### config.mk
export PLATFORM = sky130hd
export DESIGN_NAME = instruction_fetch_unit
export DESIGN_NICKNAME = d
export VERILOG_FILES = /design/src/rtl/instruction_fetch_unit_pkg.sv /design/src/rtl/instruction_fetch_unit_pc_register.sv /design/src/rtl/instruction_fetch_unit.sv
export SDC_FILE = /design/constraint.sdc
export NUM_CORES = 1
export LEC_CHECK = 0
export ABC_AREA = 1
export BUFFER_PORTS_ARGS = -buffer_cell sky130_fd_sc_hd__clkbuf_2
export CELL_PAD_IN_SITES_DETAIL_PLACEMENT = 0
export CELL_PAD_IN_SITES_GLOBAL_PLACEMENT = 1
export CORE_MARGIN = 2
export CORE_UTILIZATION = 35
export DETAILED_ROUTE_END_ITERATION = 8
export PLACE_DENSITY = 0.84
export SLEW_MARGIN = 20
export SYNTH_ARGS = -nofsm -noshare
export SYNTH_HDL_FRONTEND = slang
export SYNTH_SLANG_ARGS = --single-unit
export TNS_END_PERCENT = 10
### constraint.sdc
create_clock -name clk -period 2.5 [get_ports clk]
set_clock_uncertainty 0.15 [all_clocks]
set_input_delay 0.25 -clock clk [delete_from_list [all_inputs] [get_ports clk]]
set_output_delay 0.25 -clock clk [all_outputs]
set_load 0.01 [all_outputs]
### src/rtl/instruction_fetch_unit_pkg.sv
// Shared definitions for the instruction fetch unit and the immediate unit.
//   - fetch_state_e : fetch FSM state encoding (BOOT, FETCH, FAULT)
//   - IFU_NOP_INSTR : bubble instruction (addi x0,x0,0)
//   - OPC_*         : RV32I major opcodes that the immediate unit decodes
//   - is_misaligned : true when an address is not on a 32-bit word boundary
package instruction_fetch_unit_pkg;

    typedef enum logic [1:0] {
        ST_BOOT  = 2'd0,
        ST_FETCH = 2'd1,
        ST_FAULT = 2'd2
    } fetch_state_e;

    localparam logic [31:0] IFU_NOP_INSTR = 32'h0000_0013;

    localparam logic [6:0] OPC_I       = 7'h13;
    localparam logic [6:0] OPC_U_LUI   = 7'h37;
    localparam logic [6:0] OPC_U_AUIPC = 7'h17;
    localparam logic [6:0] OPC_S       = 7'h23;
    localparam logic [6:0] OPC_LOAD    = 7'h03;
    localparam logic [6:0] OPC_B       = 7'h63;
    localparam logic [6:0] OPC_J       = 7'h6F;
    localparam logic [6:0] OPC_JALR    = 7'h67;

    function automatic logic is_misaligned(input logic [31:0] addr);
        return (addr[1:0] != 2'b00);
    endfunction

endpackage

### src/rtl/instruction_fetch_unit_pc_register.sv
// Fetch program counter register.
//   clk, reset : clock, synchronous active-high reset (loads RESET_PC)
//   load       : load load_pc (takes priority over inc)
//   load_pc    : new fetch address
//   inc        : advance to the next word (pc + 4, wraps modulo 2^32)
//   pc         : current fetch address
module pc_register #(
    parameter logic [31:0] RESET_PC = 32'h0040_0000
) (
    input  logic        clk,
    input  logic        reset,
    input  logic        load,
    input  logic [31:0] load_pc,
    input  logic        inc,
    output logic [31:0] pc
);

    always_ff @(posedge clk) begin
        if (reset) begin
            pc <= RESET_PC;
        end else if (load) begin
            pc <= load_pc;
        end else if (inc) begin
            pc <= pc + 32'd4;
        end
    end

endmodule

### src/rtl/instruction_fetch_unit.sv
// Instruction fetch unit: issues word fetches to instruction memory and holds
// the fetched word in the IF/ID register for decode and the immediate unit.
//   clk, reset         : clock, synchronous active-high reset
//   stall_i            : decode cannot take a new instruction this cycle
//   redirect_i/_pc_i   : taken branch/jump from execute, flush and refetch
//   imem_req_o/addr_o  : fetch request and address to instruction memory
//   imem_ready_i       : memory accepts the request, data returned same cycle
//   imem_rdata_i       : fetched instruction word
//   inst_valid_o       : IF/ID register holds a real instruction
//   Instruction_bus_o  : IF/ID instruction word (NOP when not valid)
//   op_o               : Instruction_bus_o[6:0]
//   pc_o               : address of the instruction in Instruction_bus_o
//   fault_o            : sticky misaligned-redirect fault
//   inst_count_o       : instructions accepted from memory (wraps)
module instruction_fetch_unit
    import instruction_fetch_unit_pkg::*;
#(
    parameter logic [31:0] RESET_PC  = 32'h0040_0000,
    parameter logic [31:0] NOP_INSTR = IFU_NOP_INSTR
) (
    input  logic        clk,
    input  logic        reset,
    input  logic        stall_i,
    input  logic        redirect_i,
    input  logic [31:0] redirect_pc_i,
    output logic        imem_req_o,
    output logic [31:0] imem_addr_o,
    input  logic        imem_ready_i,
    input  logic [31:0] imem_rdata_i,
    output logic        inst_valid_o,
    output logic [31:0] Instruction_bus_o,
    output logic [6:0]  op_o,
    output logic [31:0] pc_o,
    output logic        fault_o,
    output logic [31:0] inst_count_o
);

    fetch_state_e state, state_nxt;

    logic [31:0] fetch_pc;
    logic        redir_live;
    logic        redir_bad;
    logic        accept;

    // IF/ID register
    logic        vld_p1;
    logic [31:0] inst_p1;
    logic [6:0]  op_p1;
    logic [31:0] pc_p1;
    logic [31:0] count_p1;

    // Redirects are ignored once faulted; a misaligned target is never loaded.
    assign redir_live = redirect_i && (state != ST_FAULT);
    assign redir_bad  = redir_live && is_misaligned(redirect_pc_i);

    // A request goes out when the register is free or being drained this cycle.
    assign imem_req_o  = (state == ST_FETCH) && !redirect_i && (!vld_p1 || !stall_i);
    assign imem_addr_o = fetch_pc;
    assign accept      = imem_req_o && imem_ready_i;

    pc_register #(
        .RESET_PC (RESET_PC)
    ) u_pc_register (
        .clk     (clk),
        .reset   (reset),
        .load    (redir_live && !redir_bad),
        .load_pc (redirect_pc_i),
        .inc     (accept),
        .pc      (fetch_pc)
    );

    always_ff @(posedge clk) begin
        if (reset) begin
            state <= ST_BOOT;
        end else begin
            state <= state_nxt;
        end
    end

    always_comb begin
        state_nxt = state;
        case (state)
            ST_BOOT:  state_nxt = redir_bad ? ST_FAULT : ST_FETCH;
            ST_FETCH: if (redir_bad) state_nxt = ST_FAULT;
            ST_FAULT: state_nxt = ST_FAULT;
            default:  state_nxt = ST_BOOT;
        endcase
    end

    // ---- stage p1: IF/ID register ----
    // Priority: reset, fault hold, redirect flush, accept, stall hold, bubble.
    always_ff @(posedge clk) begin
        if (reset) begin
            vld_p1  <= 1'b0;
            inst_p1 <= NOP_INSTR;
            op_p1   <= NOP_INSTR[6:0];
            pc_p1   <= RESET_PC;
        end else if (state == ST_FAULT) begin
            vld_p1  <= vld_p1;
        end else if (redir_live) begin
            vld_p1  <= 1'b0;
            inst_p1 <= NOP_INSTR;
            op_p1   <= NOP_INSTR[6:0];
        end else if (accept) begin
            vld_p1  <= 1'b1;
            inst_p1 <= imem_rdata_i;
            op_p1   <= imem_rdata_i[6:0];
            pc_p1   <= fetch_pc;
        end else if (vld_p1 && stall_i) begin
            vld_p1  <= vld_p1;
        end else begin
            // Previous instruction was consumed (or none) and nothing new arrived.
            vld_p1  <= 1'b0;
            inst_p1 <= NOP_INSTR;
            op_p1   <= NOP_INSTR[6:0];
        end
    end

    always_ff @(posedge clk) begin
        if (reset) begin
            count_p1 <= 32'd0;
        end else if (accept) begin
            count_p1 <= count_p1 + 32'd1;
        end
    end

    assign inst_valid_o      = vld_p1;
    assign Instruction_bus_o = inst_p1;
    assign op_o              = op_p1;
    assign pc_o              = pc_p1;
    assign inst_count_o      = count_p1;
    assign fault_o           = (state == ST_FAULT);

endmodule

**After elaboration in Yosys (flattened, before gate mapping)**

Index checks and enable logic that the tools add are counted.

- Word-level logic and storage cells: 47
- Bits of input ports: 69
- Bits in registers: 138

- Bitwise gates (word level): 2
- Multiplexer cells: 14
- Add/sub/neg operators: 2
- Reductions and logical operators: 17
- Equality and inequality tests: 5

Operators with widths:

| operator | count |
|---|---|
| 32-bit two-way mux | 5 |
| 32-bit by 1-bit adder with 32-bit output (second input constant) | 1 |
| 32-bit by 3-bit adder with 32-bit output (second input constant) | 1 |
| 7-bit two-way mux | 3 |
| 1-bit logical AND | 7 |
| 2-bit one-hot mux with 3 select lines | 1 |
| 1-bit logical NOT | 4 |
| 2-bit two-way mux | 2 |
| 2-bit != test (second input constant) | 2 |
| 2-bit nonzero test | 2 |
| 1-bit two-way mux | 3 |
| 3-bit != test (second input constant) | 1 |
| 3-bit AND reduction | 1 |
| 2-bit by 1-bit == test with 1-bit output (second input constant) | 1 |
| 2-bit == test (second input constant) | 1 |
| 2-bit logical NOT | 1 |
| 1-bit inverter | 2 |
| 2-bit AND reduction | 1 |
| 1-bit logical OR | 1 |

**Depth between registers and ports, before layout**

- Depth after elaboration: 6
- Mapped depth: 13

**Modules after synthesis**

A second synthesis with hierarchy kept.

- Cells, all modules: 954
- Area, all modules: 6603.8 um^2

By module, submodules not included:

| module | cells each | times used | seq. area each (um^2) | area an instance (um^2) |
|---|---|---|---|---|
| instruction_fetch_unit | 612 | 1 | 1981.9 | 4404.2 |
| pc_register | 342 | 1 | 640.6 | 2199.6 |

**Least setup slack after synthesis**

OpenSTA, ideal clock, no wires.

- Path type: register to register
- Start point: register state[0]
- End point: register inst_p1[21], in the netlist Instruction_bus_o[21]
- Path buffers: 1
- Stages on the path, launching flop included: 8
- Data required time: 2218 ps
- Library setup time: 132 ps
- Path slack: 683 ps
- Data arrival time: 1535 ps
- Path through: dfxtp_1 -> inv_1 -> ha_1 -> a21oi_1 -> inv_1 -> clkbuf_1 -> nand2_1 -> a21oi_1

RTL lines:

| item | line | source |
|---|---|---|
| start: declaration | instruction_fetch_unit.sv:38 | `fetch_state_e state, state_nxt;` |
| start signal: assignment | instruction_fetch_unit.sv:76 | `state <= state_nxt;` |
| 2-bit == test | -- |  |
| net fault_o | instruction_fetch_unit.sv:34 | `output logic fault_o,` |
| 1-bit inverter (no line) | -- |  |
| 2-bit AND reduction (no line) | -- |  |
| end signal: assignment | instruction_fetch_unit.sv:106 | `inst_p1 <= imem_rdata_i;` |
| end: declaration | instruction_fetch_unit.sv:47 | `logic [31:0] inst_p1;` |

The timed path passes the listed nets, and every way through them passes these cells.
A chain may end at the register's enable or synchronous reset.

**Worst setup path after layout**

- Start point: register state[1]
- End point: register u_pc_register.pc[23]

- Longest elaborated chain between the ends: 6

Ends and longest elaborated chain:

| item | line | source |
|---|---|---|
| 2-bit != test | instruction_fetch_unit.sv:53 | `assign redir_live = redirect_i && (state != ST_FAULT);` |
| 1-bit logical AND | instruction_fetch_unit.sv:53 |  |
| 1-bit logical AND | instruction_fetch_unit.sv:54 | `assign redir_bad = redir_live && is_misaligned(redirect_pc_i);` |
| 1-bit logical NOT | instruction_fetch_unit.sv:66 | `.load (redir_live && !redir_bad),` |
| 1-bit logical AND | instruction_fetch_unit.sv:66 |  |
| 32-bit two-way mux / 2-bit nonzero test (equally long branches) | -- |  |
| end signal: assignment | instruction_fetch_unit_pc_register.sv:22 | `pc <= load_pc;` |
| end signal: assignment | instruction_fetch_unit_pc_register.sv:24 | `pc <= pc + 32'd4;` |
| end: declaration | instruction_fetch_unit_pc_register.sv:15 | `output logic [31:0] pc` |

Parallel ways exist; a longest one is shown, timed or not.

==> flow_metrics.py <==
metrics = {
    "floorplan": {
        "core_um2": 18100,
        "die_area_um2": 19700,
        "ios": 207,
        "core.rowCount": 49,
        "chipHeight_um": 140,
        "fp.dieW_um": 140,
        "initial_core_util_pct": 35.9,
    },
    "yosys": {
        "synth_edf_count": 0,
        "ys_ff_latch": 131,
        "yosys.area_share.simple_pct": 35.0,
        "synth_top_family_by_area": "simple AND/OR/NAND/NOR gates",
        "yosysWarnings": 0,
        "ys_top_cells_by_area": "dfxtp_1 (40%), nand2_1 (17%), nor2_1 (9.1%)",
        "synth_top_area_share_pct": 40.3,
        "synth_commonest_cells": "nand2_1 (301), nor2_1 (158), dfxtp_1 (131), a21oi_1 (81), inv_1 (79)",
        "avgSynthCellArea_um2": 6.50,
        "synth-compound-area-share_pct": 13.9,
        "syn-instance-count": 1000,
        "synth_xor_area_share_pct": 1.21,
        "yosys_most_used_dff": "dfxtp_1",
        "post_synth_fa_ha_maj_area_fraction_pct": 1.15,
        "netlist_area_um2": 6500,
        "synthArstFlopShare_pct": 0,
        "yosysMostFrequentCell": "nand2_1",
        "syn_nets": 1075,
        "synth_top_area_cell": "dfxtp_1",
        "synthMuxAreaShare_pct": 0,
        "ys_seq_area_share_pct": 40.3,
        "synthDistinctLibCells": 31,
    },
    "clock_network": {
        "clkSinkCount": 131,
        "cts_max_level": 4,
        "cts.clk_slew.worst_paths_ps": 60,
        "worstSkewPairLatency_ps": 420,
        "cts_setup_buffers": 0,
        "cts_buffers": 17,
        "cts_max_path_buffers": 2,
        "clock-root-buffer": "clkbuf_16",
        "cts_tree": "yes",
    },
    "worst_setup_path": {
        "cpPeakStageDelay_ps": 330,
        "arrival_ps": 2380,
        "path_cells": "inv_1 > ha_1 > nand2_1 > nor2_4 > nand2_4 > nand2_2 > buf_4 > buf_4 > o21ai_0 > inv_1 > nand2_1 > a21oi_1",
        "reg2reg_to": "u_pc_register.pc[23]",
        "rrSetupSlack_ps": 310,
        "regToRegStartpoint": "state[1]",
        "cp-end-kind": "register",
        "crit_required_ps": 2690,
        "cpMaxStageDelayCell": "dfxtp_1",
        "cp_max_fo": 16,
        "start_kind": "register",
        "path_class": "register to register",
        "reg2reg_depth": 12,
    },
    "detailed_routing": {
        "firstDrtPassIters": 7,
        "final_antenna_net_count": 0,
        "avgRoutedWirePerCell_um": 14.8,
        "drc_errors": 0,
        "vias": 7154,
        "via_per_inst": 4.82,
        "drtIter0Drc": 440,
        "routed_wl_um": 22000,
    },
    "timing": {
        "maxSlewHeadroom_pct": 46.0,
        "fmax_mhz": 457,
        "fin_tns_setup_ps": 0,
        "period_minus_slack_ps": 2190,
        "rsz0062_at_grt": "no",
        "worstMarginPinSlew_ps": 810,
        "timing.hold.ws_ps": 27.3,
        "min_period_over_period_pct": 87.5,
        "finalHoldViolCount": 0,
        "maxSlewViolCount": 0,
        "setup_viol": 0,
    },
    "min_path": {
        "hold_path_end": "u_pc_register.pc[19]",
        "whs_path_depth": 5,
        "hp-class": "input pin to register",
        "min_from": "redirect_pc_i[19]",
    },
    "power_and_ir_drop": {
        "power_density_nw_per_um2": 672,
        "vdd_ir_drop_max_v": 0.000477,
        "p_leak_nw": 3.85,
    },
    "grt": {
        "grt_pass1_wl_um": 34600,
        "grt_max_degree": 67,
        "grtUsageTotal_pct": 22.3,
        "grt_antenna_before_repair": 0,
        "overflow": 0,
        "grt_pass1_vias": 6577,
    },
    "job": {
        "drv_cap": 0,
    },
    "finish": {
        "multiInputGateArea_um2": 3330,
        "antenna_cells": 0,
        "n_fill_cell": 1879,
        "regArea_um2": 2620,
        "syn_to_final_growth_pct": 34.8,
        "drive_gt1_share_pct": 22.2,
        "finalNetCount": 1316,
    },
    "status": {
        "status": "finished, final reports clean",
    },
    "placed_design": {
        "io_buffer_count": 206,
        "post-dp-hpwl_um": 15700,
        "gp_congestion": 0.934,
    },
}
[timing repair]
item                                   in CTS  in global routing
gates resized for setup                     0                  0
hold buffers                               43                  0
endpoints found under the hold margin      43                  0
[report_power, final]
group / internal (mW) / leakage (nW) / switching [mW]
sequential: 2.23 / 1.06 / 0.108
clock: 1.51 / 0.287 / 1.02
combinational: 0.382 / 2.50 / 0.648
total: 4.11 / 3.85 / 1.78
[cells in the final DEF, fill, tap and decap left out, drive strengths merged]
cell	count
clkbuf	224
dlygate4sd3	43
nor2	170
a221oi	1
ha	6
a211oi	1
xnor2	3
nor3	8
dfxtp	131
a2bb2oi	1
buf	20
nand4	7
nor3b	1
a31oi	6
bufinv	2
nand2	303
clkinvlp	2
inv	87
a21oi	81
clkinv	6
nand3	56
o211ai	7
xor2	6
o22ai	3
o21bai	2
nand3b	9
o21ai	68
[cells by family after synthesis]
logic type                 after synthesis
xor gates and xnor gates                 9
buffers and inverters                  130
AOI/OAI and AO/OA                      170
DFF                                    131
and+or+nand+nor                        554
adders and majority gates                6
[critical path, delay by kind of cell, from the launching register on]
kind	cells	cell delay [ps]
adders and majority gates	1	220
DFF	1	330
and+or+nand+nor	5	610
AOI/OAI and AO/OA	2	220
buffers and inverters	4	580
[sequential cells by signal (all words and copies together) (netlist names)]
register           count
inst_count_o          32
inst_valid_o           1
state                  2
pc_o                  32
u_pc_register.pc      32
Instruction_bus_o     32
[per-stage QoR]
step	instances	area (um2)	utilization (%)	power (mW)	setup slack, ps
2_1_floorplan	1000	6500	-	2.95	683
3_3_place_gp	1408	7740	42.8	3.36	384
3_5_place_dp	1408	7740	42.8	3.36	332
4_1_cts	1483	8760	48.5	5.95	316
5_1_grt	1483	8760	48.5	6.17	73.4
6_report	1483	8760	48.5	5.89	312
[worst max path at each step]
stage | start | to | slack (ps) | cells past startpoint
6_report | state[1] | u_pc_register.pc[23] | 310 | 12
5_1_grt | state[1] | u_pc_register.pc[27] | 70 | 12
4_1_cts | state[1] | u_pc_register.pc[23] | 320 | 12
3_5_place_dp | state[1] | u_pc_register.pc[25] | 330 | 12
3_3_place_gp | state[1] | u_pc_register.pc[28] | 380 | 12
2_1_floorplan | state[0] | Instruction_bus_o[21] | 680 | 7
[cell type report]
class,count,share of cell area (%)
Clock buffer,18,5.01
Clock inverter,14,1.73
Inverter,83,3.55
Multi-Input combinational cell,739,38.0
Sequential cell,131,29.9
Tap cell,229,3.27
Timing Repair Buffer,269,18.5
[routing by layer]
| metal | part of all wire [%] | wire [um] | up-vias | track usage (%) |
|---|---|---|---|---|
| li1 | - | - | 3684 | - |
| met5 | 0 | 0 | - | 0 |
| met3 | 6.4 | 1420 | 18 | 4.92 |
| met4 | 1.4 | 305 | 0 | 7.07 |
| met2 | 45 | 9890 | 235 | 35.1 |
| met1 | 47 | 10400 | 3217 | 30.6 |
(Power assumes the default switching activity.)
